==> src/rtl/ttlock_key_loader.sv <==
// ttlock_key_loader: serial key-provisioning controller for a TTLock-locked core.
// Key bits arrive LSB first over a valid/ready handshake. They are assembled in a
// shadow register and appear on key_out only when a complete load commits.
// Optional feature macro: KEY_PARITY_EN (adds one even-parity beat after the key).
module ttlock_key_loader #(
    parameter int KEY_WIDTH    = 32,
    parameter int LOAD_TIMEOUT = 1024
) (
    input  logic                             clk,
    input  logic                             rst_n,
    input  logic                             start,
    input  logic                             clear,
    input  logic                             bit_valid,
    input  logic                             bit_data,
    output logic                             bit_ready,
    output logic [KEY_WIDTH-1:0]             key_out,
    output logic                             key_applied,
    output logic                             busy,
    output logic                             err,
    output logic [$clog2(KEY_WIDTH+1)-1:0]   bit_count
);

    localparam int CNT_W = $clog2(KEY_WIDTH + 1);
    localparam int TMO_W = $clog2(LOAD_TIMEOUT + 1);

    typedef enum logic [2:0] {
        ST_IDLE,
        ST_SHIFT,
        ST_PARITY,
        ST_COMMIT,
        ST_ERROR
    } state_t;

    state_t               state;
    state_t               state_next;
    logic [KEY_WIDTH-1:0] shadow;
    logic [TMO_W-1:0]     tmo_cnt;
    logic                 load_start;
    logic                 shift_bit;
    logic                 beat_done;
    logic                 tmo_tick;
    logic                 commit;
    logic                 timed_out;

`ifdef KEY_PARITY_EN
    // Even parity: the key bits together with the parity bit must XOR to zero.
    function automatic logic parity_ok(input logic [KEY_WIDTH-1:0] key, input logic pbit);
        return ~((^key) ^ pbit);
    endfunction
`endif

    // This stall cycle is the LOAD_TIMEOUT-th in a row, so the load aborts at this edge.
    assign timed_out = (tmo_cnt == TMO_W'(LOAD_TIMEOUT - 1));

    // Next-state logic and state-decoded outputs; clear overrides every other action.
    always_comb begin
        state_next = state;
        bit_ready  = 1'b0;
        busy       = 1'b0;
        err        = 1'b0;
        load_start = 1'b0;
        shift_bit  = 1'b0;
        beat_done  = 1'b0;
        tmo_tick   = 1'b0;
        commit     = 1'b0;
        case (state)
            ST_IDLE: begin
                if (start) begin
                    load_start = 1'b1;
                    state_next = ST_SHIFT;
                end
            end
            ST_SHIFT: begin
                bit_ready = 1'b1;
                busy      = 1'b1;
                if (bit_valid) begin
                    shift_bit = 1'b1;
                    if (bit_count == CNT_W'(KEY_WIDTH - 1)) begin
`ifdef KEY_PARITY_EN
                        state_next = ST_PARITY;
`else
                        state_next = ST_COMMIT;
`endif
                    end
                end else begin
                    tmo_tick = 1'b1;
                    if (timed_out) begin
                        state_next = ST_ERROR;
                    end
                end
            end
`ifdef KEY_PARITY_EN
            ST_PARITY: begin
                bit_ready = 1'b1;
                busy      = 1'b1;
                if (bit_valid) begin
                    beat_done  = 1'b1;
                    state_next = parity_ok(shadow, bit_data) ? ST_COMMIT : ST_ERROR;
                end else begin
                    tmo_tick = 1'b1;
                    if (timed_out) begin
                        state_next = ST_ERROR;
                    end
                end
            end
`endif
            ST_COMMIT: begin
                busy       = 1'b1;
                commit     = 1'b1;
                state_next = ST_IDLE;
            end
            ST_ERROR: begin
                err = 1'b1;
                if (start) begin
                    load_start = 1'b1;
                    state_next = ST_SHIFT;
                end
            end
            default: begin
                state_next = ST_IDLE;
            end
        endcase
        if (clear) begin
            state_next = ST_IDLE;
            load_start = 1'b0;
            shift_bit  = 1'b0;
            beat_done  = 1'b0;
            tmo_tick   = 1'b0;
            commit     = 1'b0;
        end
    end

    // State register.
    always_ff @(posedge clk or negedge rst_n) begin
        if (!rst_n) begin
            state <= ST_IDLE;
        end else begin
            state <= state_next;
        end
    end

    // Shadow key assembly: bit k of a load lands in shadow[k]; the parity beat is not counted.
    always_ff @(posedge clk or negedge rst_n) begin
        if (!rst_n) begin
            shadow    <= '0;
            bit_count <= '0;
        end else if (clear || load_start) begin
            shadow    <= '0;
            bit_count <= '0;
        end else if (shift_bit) begin
            shadow    <= shadow | (KEY_WIDTH'(bit_data) << bit_count);
            bit_count <= bit_count + CNT_W'(1);
        end
    end

    // Consecutive no-transfer counter while bits are being accepted.
    always_ff @(posedge clk or negedge rst_n) begin
        if (!rst_n) begin
            tmo_cnt <= '0;
        end else if (clear || load_start || shift_bit || beat_done) begin
            tmo_cnt <= '0;
        end else if (tmo_tick) begin
            tmo_cnt <= tmo_cnt + TMO_W'(1);
        end
    end

    // Key output: changes only on commit, clear or reset, so no partial key is ever visible.
    always_ff @(posedge clk or negedge rst_n) begin
        if (!rst_n) begin
            key_out     <= '0;
            key_applied <= 1'b0;
        end else if (clear) begin
            key_out     <= '0;
            key_applied <= 1'b0;
        end else if (commit) begin
            key_out     <= shadow;
            key_applied <= 1'b1;
        end else if (load_start) begin
            key_applied <= 1'b0;
        end
    end

endmodule

==> config.mk <==
export PLATFORM = sky130hd
export DESIGN_NAME = ttlock_key_loader
export DESIGN_NICKNAME = d
export VERILOG_FILES = /design/src/rtl/ttlock_key_loader.sv
export SDC_FILE = /design/constraint.sdc
export NUM_CORES = 1
export LEC_CHECK = 0
export BUFFER_PORTS_ARGS = -buffer_cell sky130_fd_sc_hd__buf_4
export CAP_MARGIN = 20
export CELL_PAD_IN_SITES_DETAIL_PLACEMENT = 1
export CELL_PAD_IN_SITES_GLOBAL_PLACEMENT = 2
export CORE_MARGIN = 1.5
export CORE_UTILIZATION = 37
export CTS_CLUSTER_SIZE = 14
export DETAILED_ROUTE_END_ITERATION = 8
export HOLD_SLACK_MARGIN = 0.1
export PLACE_DENSITY = 0.84
export SLEW_MARGIN = 0
export SYNTH_ARGS = -nofsm -noshare
export SYNTH_HDL_FRONTEND = slang
export SYNTH_SLANG_ARGS = --single-unit
==> constraint.sdc <==
create_clock -name clk -period 1.85 [get_ports clk]
set_input_delay 0 -clock clk [delete_from_list [all_inputs] [get_ports clk]]
set_output_delay 0 -clock clk [all_outputs]
set_load 0.02 [all_outputs]
==> out/qor.txt, run 1 <==
routability-driven placement congestion ratio - 0.746
share of synthesized area occupied by flip-flops and latches - 60.0%
width of the die - 101 um
ordered list of cells on the worst path - and2_0, o31a_4, or4_1, a21oi_1
Final Cycle Share - 93.6%
Filler Cells Inserted - 1038
antenna violations before repair - 0
Critical Path Source - state[2]
length in cells of the worst reg-to-reg path - 4
wire length of the first global-routing pass - 14900 um
Async SR Flop Fraction - 100%
leading cell types by total area after synthesis - sky130_fd_sc_hd__dfrtp_1 (60%), sky130_fd_sc_hd__a22o_1 (7.9%), sky130_fd_sc_hd__a21oi_1 (6.5%)
number of I/O pins - 48
Finish-stage setup viols - 0
layout overhead on the synthesized area - 24.2%
max frequency - 0.577 GHz
summed instance area of the synthesized netlist - 0.00354 mm2
final layout net count - 389
worst setup path endpoint - tmo_cnt[5]
floorplan die height - 101 um
top cell family by delay on the critical path - simple AND/OR/NAND/NOR gates
number of enable-type register cells in the synthesized netlist - 0
slowest cell delay on critical path - 0.48 ns
maximum count of clock buffers along a single path - 2
number of hold-slack violations in the final timing report - 0
final period demand of the worst path - 1.73 ns
CORE AREA - 0.00928 mm2
post-detailed-routing wire length - 8800 um
max-slew violation count - 0
Max IR drop VDD - 0.391 mV
unrepaired setup endpoints after global routing - false
depth of the CTS H-tree - 3
Worst path depth - 4
Tot GR Track Use - 19.3%
worst rel slew slack - 60.8%
overflow left after global routing - 0
clock-pin slew reported for the worst setup and hold paths after clock tree synthesis - 0.10 ns
initial standard-cell utilization of the core - 38.2%
synthesis-stage register bit count - 85
per-instance average area after synthesis - 11.3 um2
number of buffers inserted by post-CTS setup repair - 0
Max Cap Viol - 0
clock sinks - 85
number of I/O port buffers - 47
post-synth top area cell - sky130_fd_sc_hd__dfrtp_1
Post-DP HPWL - 6220 um
slew at the pin closest to its max-slew limit - 0.583 ns
final antenna-violating net count - 0
TritonCTS clock tree - done
ratio of cells with drive above 1 in the final layout - 25.1%
path type of the worst min-delay path - primary input to async pin
Worst-Skew Late Latency - 0.36 ns
final core utilization - 47.4%
critical path startpoint category - flip-flop
ANT cells - 0
multi-input gate area in the final layout - 0.00133 mm2
vias in the first global route - 2807
via-per-instance ratio - 5.33
leak pwr - 2.05 nW
maximum number of pins on one net before global-route repair - 42
gate count after technology mapping - 315
residual DRC count - 0
reg-to-reg setup timing slack - 0.12 ns
post-synth top area share - 60.0%
clock skew after layout - 0.00933 ns
accumulated negative setup slack - 0 ns
power density cells - 797 mW/mm2
Die Area - 0.0102 mm2
yosys synthesis warning count - 0
commonest non-fill, non-tap cells in the layout - sky130_fd_sc_hd__dfrtp_1 (84), sky130_fd_sc_hd__buf_4 (69), sky130_fd_sc_hd__a21oi_1 (45)
post-detailed-route wirelength per cell - 17.1 um
Worst Path Arrival - 2.01 ns
result of the run - finished clean
Rows - 35
net count after synthesis - 323
crit end category - flip-flop
FF+latch area - 0.00213 mm2
Max Fanout on Critical Path - 18
endpoint required time on the critical path - 2.13 ns
slowest CP cell - sky130_fd_sc_hd__or4_1
Reg2Reg Capture Point - tmo_cnt[5]
Unique masters post-synth - 43
critical setup path kind - flip-flop to flip-flop
Reg-to-Reg Start - state[2]
number of buffer and inverter stages on the critical path - 0
via total after detailed routing - 2744
most frequent standard cell in the layout excluding fill and tap cells - sky130_fd_sc_hd__dfrtp_1
router iterations before antenna repair - 4
Root Buffer Master - sky130_fd_sc_hd__clkbuf_8
primary flip-flop cell chosen by synthesis mapping - sky130_fd_sc_hd__dfrtp_1
Num CTS Buffers - 9
number of DRC markers after the initial detailed-route iteration - 86
worst min path at each step:
stage,slack [ns],cells after the start,endpoint,from
finish,0.16,2,key_out[9],rst_n
global route,0.19,2,key_out[9],rst_n
CTS,0.16,2,key_out[9],rst_n
detailed placement,0.02,1,key_out[31],rst_n
global placement,0.02,1,key_out[6],rst_n
floorplan,-0.30,0,bit_count[0],rst_n
layer usage:
metal	wire, um	GRT usage (%)	vias up
li1	-	-	1281
met1	4190	26.4	1401
met2	4260	30.6	60
met3	305	3.12	2
met4	47	7.80	0
met5	0	0	-
kinds of logic (layout without fill, tap and decap cells):
logic type / count (synthesis) / count (layout) / synth area share [%]
AND/OR/NAND/NOR: 99 / 99 / 16.5
flip-flops: 85 / 85 / 60.0
XOR/XNOR: 3 / 3 / 0.741
adder cells (fa/ha/maj): 2 / 2 / 0.706
buffers and inverters: 26 / 97 / 3.21
AO/OA/AOI/OAI: 100 / 100 / 18.8
synthesized netlist by cell type (2+ instances only):
| cell type | instances |
|---|---|
| sky130_fd_sc_hd__o31ai_1 | 5 |
| sky130_fd_sc_hd__a22o_1 | 32 |
| sky130_fd_sc_hd__and3_1 | 5 |
| sky130_fd_sc_hd__or3_1 | 7 |
| sky130_fd_sc_hd__nor4_1 | 2 |
| sky130_fd_sc_hd__nand2b_1 | 3 |
| sky130_fd_sc_hd__nor3_1 | 2 |
| sky130_fd_sc_hd__and3b_1 | 2 |
| sky130_fd_sc_hd__buf_2 | 6 |
| sky130_fd_sc_hd__inv_1 | 6 |
| sky130_fd_sc_hd__a21oi_1 | 46 |
| sky130_fd_sc_hd__nor2_1 | 40 |
| sky130_fd_sc_hd__nor3b_1 | 5 |
| sky130_fd_sc_hd__ha_1 | 2 |
| sky130_fd_sc_hd__o41ai_1 | 2 |
| sky130_fd_sc_hd__or4_1 | 4 |
| sky130_fd_sc_hd__nand2_1 | 11 |
| sky130_fd_sc_hd__dfrtp_1 | 85 |
| sky130_fd_sc_hd__clkbuf_1 | 10 |
| sky130_fd_sc_hd__nand3_1 | 6 |
| sky130_fd_sc_hd__nor2b_1 | 2 |
| sky130_fd_sc_hd__xnor2_1 | 2 |
| sky130_fd_sc_hd__nor4_4 | 4 |
| sky130_fd_sc_hd__o21ai_0 | 7 |
worst register-to-register path: cells and delay by family (launching register included):
kind | cells | cell delay [ns]
simple gates | 2 | 0.69
compound gates | 2 | 0.52
flops | 1 | 0.46
layout make-up:
type	count	area share, %
Sequential cell	85	48.3
Clock buffer	9	2.81
Timing Repair Buffer	74	13.1
Inverter	7	0.597
Clock inverter	7	1.31
Multi-Input combinational cell	204	30.2
Tap cell	129	3.67
flip-flops by register name, indices dropped and copies added (netlist names):
register and count:
state 3, tmo_cnt 11, key_applied 1, key_out 32, shadow 32, bit_count 6
report_power, final:
group          internal [W]  switching, W
registers           0.00187     0.0000247
logic              0.000132      0.000243
clock network      0.000504      0.000731
total               0.00251      0.000998
metrics by stage:
step	hold WS, ns	instances	setup WS [ns]	cell area, um2	total power, W
3_5_place_dp	0.0213	495	0.0381	4160	0.00230
5_1_grt	0.186	515	0.00865	4400	0.00367
2_1_floorplan	-0.296	315	0.171	3540	0.00214
4_1_cts	0.163	515	0.0134	4380	0.00355
3_3_place_gp	0.0197	495	0.117	4160	0.00229
6_report	0.164	515	0.118	4400	0.00351
what timing repair did:
action | in CTS | in global routing
setup endpoints to repair | 0 | 5
endpoints found under the hold margin | 90 | 0
hold buffers | 4 | 0
resized for setup | 0 | 5
(Power assumes the default switching activity.)
==> run 2: changes to the inputs <==
Settings changed: ABC_AREA set to 1, CORE_UTILIZATION 37 to 35.
==> run 2 against run 1 <==
Area after synthesis rose by 10%. Critical path depth rose by 1. Global-route usage fell by 0.69 points. Clock skew fell by 0.0012 ns. Wire length rose by 13%. Largest cell class unchanged. Largest power group unchanged. Highest routed layer unchanged.
==> out/qor.txt, run 2 <==
number of hold-slack violations in the final timing report - 0 (unchanged)
critical setup path kind - flip-flop to flip-flop
Num CTS Buffers - 9 (unchanged)
Unique masters post-synth - 32 (-26%)
primary flip-flop cell chosen by synthesis mapping - sky130_fd_sc_hd__dfrtp_1
worst-case hold slack - 0.145 ns (-0.0192 ns)
Most common cell on crit path - sky130_fd_sc_hd__nand2_1
max frequency - 0.604 GHz (+4.6%)
clock-pin slew reported for the worst setup and hold paths after clock tree synthesis - 0.09 ns (about the same)
Final Cycle Share - 89.5% (-4.1 points)
final core utilization - 42.9% (-4.5 points)
gate count after technology mapping - 439 (+39%)
most frequent standard cell in the layout excluding fill and tap cells - sky130_fd_sc_hd__dfrtp_1
unrepaired setup endpoints after global routing - false
ordered list of cells on the worst path - nor2_2, a21oi_4, nand2_1, dlygate4sd3_1, nand2_1
final antenna-violating net count - 0 (unchanged)
post-synth top area share - 54.3% (-5.7 points)
Post-DP HPWL - 6970 um (+12%)
number of DRC markers after the initial detailed-route iteration - 147 (+71%)
leading cell types by total area after synthesis - sky130_fd_sc_hd__dfrtp_1 (54%), sky130_fd_sc_hd__nand2_1 (7.0%), sky130_fd_sc_hd__nand3_1 (6.9%)
Rows - 38 (+8.6%)
Worst-Skew Late Latency - 0.36 ns (about the same)
number of buffers inserted by post-CTS setup repair - 0 (unchanged)
number of I/O pins - 48 (unchanged)
ANT cells - 0 (unchanged)
router iterations before antenna repair - 4 (unchanged)
Worst Path Arrival - 1.95 ns (-0.06 ns)
yosys synthesis warning count - 0 (unchanged)
Tot GR Track Use - 18.6% (-0.69 points)
Root Buffer Master - sky130_fd_sc_hd__clkbuf_8
summed instance area of the synthesized netlist - 0.00392 mm2 (+10%)
commonest non-fill, non-tap cells in the layout - sky130_fd_sc_hd__dfrtp_1 (85), sky130_fd_sc_hd__nand2_1 (73), sky130_fd_sc_hd__inv_1 (56)
most numerous cell in the Yosys netlist - sky130_fd_sc_hd__dfrtp_1
layout overhead on the synthesized area - 19.4%
CORE AREA - 0.0109 mm2 (+17%)
via total after detailed routing - 3147 (+15%)
number of I/O port buffers - 47 (unchanged)
Pint - 0.00281 W (+12%)
commonest cells in the synthesized netlist - sky130_fd_sc_hd__dfrtp_1 (85), sky130_fd_sc_hd__nand2_1 (73), sky130_fd_sc_hd__inv_1 (56)
final layout net count - 500 (+29%)
overflow left after global routing - 0 (unchanged)
Die Area - 0.0118 mm2 (+16%)
depth of the CTS H-tree - 3 (unchanged)
multi-input gate area in the final layout - 0.00147 mm2 (+10%)
fraction of power consumed by the clock network - 37.1% (+1.9 points)
slowest CP cell - sky130_fd_sc_hd__dlygate4sd3_1
vias in the first global route - 3348 (+19%)
Max Cap Viol - 0 (unchanged)
power density cells - 831 mW/mm2 (+4.3%)
path type of the worst min-delay path - primary input to async pin
initial standard-cell utilization of the core - 36.0% (-2.2 points)
final period demand of the worst path - 1.66 ns (-0.0755 ns)
worst rel slew slack - 65.4% (+4.6 points)
TritonCTS clock tree - done
ratio of cells with drive above 1 in the final layout - 21.4% (-3.8 points)
Max Fanout on Critical Path - 8 (-10)
Async SR Flop Fraction - 100% (unchanged)
clock skew after layout - 0.00813 ns (-0.00120 ns)
result of the run - finished clean
leak pwr - 2.09 nW (+1.7%)
critical path startpoint category - flip-flop
slowest cell delay on critical path - 0.56 ns (+0.08 ns)
FF+latch area - 0.00213 mm2 (about the same)
net count after synthesis - 447 (+38%)
net switching power - 0.00108 W (+7.9%)
wire length of the first global-routing pass - 16800 um (+13%)
antenna violations before repair - 0 (unchanged)
floorplan die height - 109 um (+7.8%)
width of the die - 109 um (+7.8%)
Finish-stage setup viols - 0 (unchanged)
post-detailed-routing wire length - 9950 um (+13%)
crit end category - flip-flop
accumulated negative setup slack - 0 ns (unchanged)
Filler Cells Inserted - 1279 (+23%)
share of synthesized area occupied by flip-flops and latches - 54.3% (-5.7 points)
via-per-instance ratio - 4.95 (-7.1%)
synthesis-stage register bit count - 85 (unchanged)
clock sinks - 85 (unchanged)
maximum count of clock buffers along a single path - 2 (unchanged)
Top Registers - key_out x32, shadow x32, tmo_cnt x11
Max IR drop VDD - 0.484 mV (+24%)
max-slew violation count - 0 (unchanged)
routability-driven placement congestion ratio - 0.835 (+12%)
per-instance average area after synthesis - 8.92 um2 (-21%)
slew at the pin closest to its max-slew limit - 0.518 ns (-0.0649 ns)
Flop pwr share - 49.5% (-4.6 points)
Net Sw Frac - 27.8% (-0.70 points)
endpoint required time on the critical path - 2.15 ns (+0.02 ns)
post-synth top area cell - sky130_fd_sc_hd__dfrtp_1
residual DRC count - 0 (unchanged)
combinational power share - 13.4% (+2.7 points)
number of enable-type register cells in the synthesized netlist - 0 (unchanged)
maximum number of pins on one net before global-route repair - 52 (+24%)
post-detailed-route wirelength per cell - 15.6 um (-8.5%)
## run 2: changes by cell type in the layout (fill, tap and decap cells not counted), moves of 6 or more
cell,previous run,this run
sky130_fd_sc_hd__nand2_1,11,73
sky130_fd_sc_hd__nand4_1,0,11
sky130_fd_sc_hd__nand3_1,6,54
sky130_fd_sc_hd__a21oi_2,1,20
sky130_fd_sc_hd__or3_1,7,0
sky130_fd_sc_hd__buf_4,69,52
sky130_fd_sc_hd__nor2_1,40,28
sky130_fd_sc_hd__a22o_1,32,0
sky130_fd_sc_hd__inv_1,6,56
sky130_fd_sc_hd__o21ai_0,7,40
sky130_fd_sc_hd__a21oi_1,45,18
sky130_fd_sc_hd__nor3_1,1,7
## run 2: power by group through the flow
stage,Sequential (W),Clock (W),Combinational [W]
4_1_cts,0.00192,0.00148,0.000526
3_5_place_dp,0.00196,0,0.000512
5_1_grt,0.00193,0.00156,0.000577
2_1_floorplan,0.00196,0,0.000351
6_report,0.00192,0.00144,0.000520
3_3_place_gp,0.00196,0,0.000499
## run 2: kinds of logic after synthesis
family | after synthesis | share of synthesized area [%]
AND/OR/NAND/NOR | 189 | 23.2
adder cells (fa/ha/maj) | 2 | 0.639
AO/OA/AOI/OAI | 86 | 13.3
flip-flops | 85 | 54.3
XOR/XNOR | 1 | 0.224
buffers and inverters | 76 | 8.28
## run 2: worst paths after layout
| kind | startpoint | to | slack, ns | depth (start not counted) |
|---|---|---|---|---|
| max in group asynchronous | rst_n | shadow[29] | 1.07 | 3 |
| max | state[1] | key_applied | 0.19 | 5 |
| max reg2reg | state[1] | key_applied | 0.19 | 5 |
| min | rst_n | key_out[22] | 0.14 | 2 |
| min in group clk | key_out[25] | key_out[25] | 0.52 | 2 |
| min reg2reg | key_out[25] | key_out[25] | 0.52 | 2 |
## run 2: worst max-delay path, delay by kind of cell, from the launching register on
kind / cells / cell delay [ns]
flip-flops: 1 / 0.50
buffers and inverters: 1 / 0.56
AO/OA/AOI/OAI: 1 / 0.29
AND/OR/NAND/NOR: 3 / 0.24
## run 2: what timing repair did
item | 4_1_cts | 5_1_grt
hold buffers | 6 | 0
endpoints found under the setup margin | 1 | 0
endpoints found under the hold margin | 100 | 0
resized for setup | 1 | 0
## run 2: per-layer routing
metal	wire length, um	global-route usage (%)	up-vias
met3	252	2.75	12
met4	144	7.05	0
met1	4770	24.6	1555
li1	-	-	1537
met2	4780	30.8	43
met5	0	0	-
## run 2: stage by stage
stage          total power, W  cells  instance area [um2]  setup slack, ns
2_1_floorplan         0.00231    439                 3920            0.376
3_3_place_gp          0.00246    615                 4400            0.149
3_5_place_dp          0.00247    615                 4400           0.0294
4_1_cts               0.00393    636                 4670            0.201
5_1_grt               0.00406    636                 4670           0.0666
6_report              0.00388    636                 4670            0.194
## run 2: layout make-up
cell class / count / share of cell area [%]
clock inverters: 5 / 1.61
well taps: 140 / 3.75
inverters: 59 / 4.74
repair buffers: 59 / 10.1
flip-flops and latches: 85 / 45.5
clock buffers: 10 / 2.95
multi-input cells: 278 / 31.4
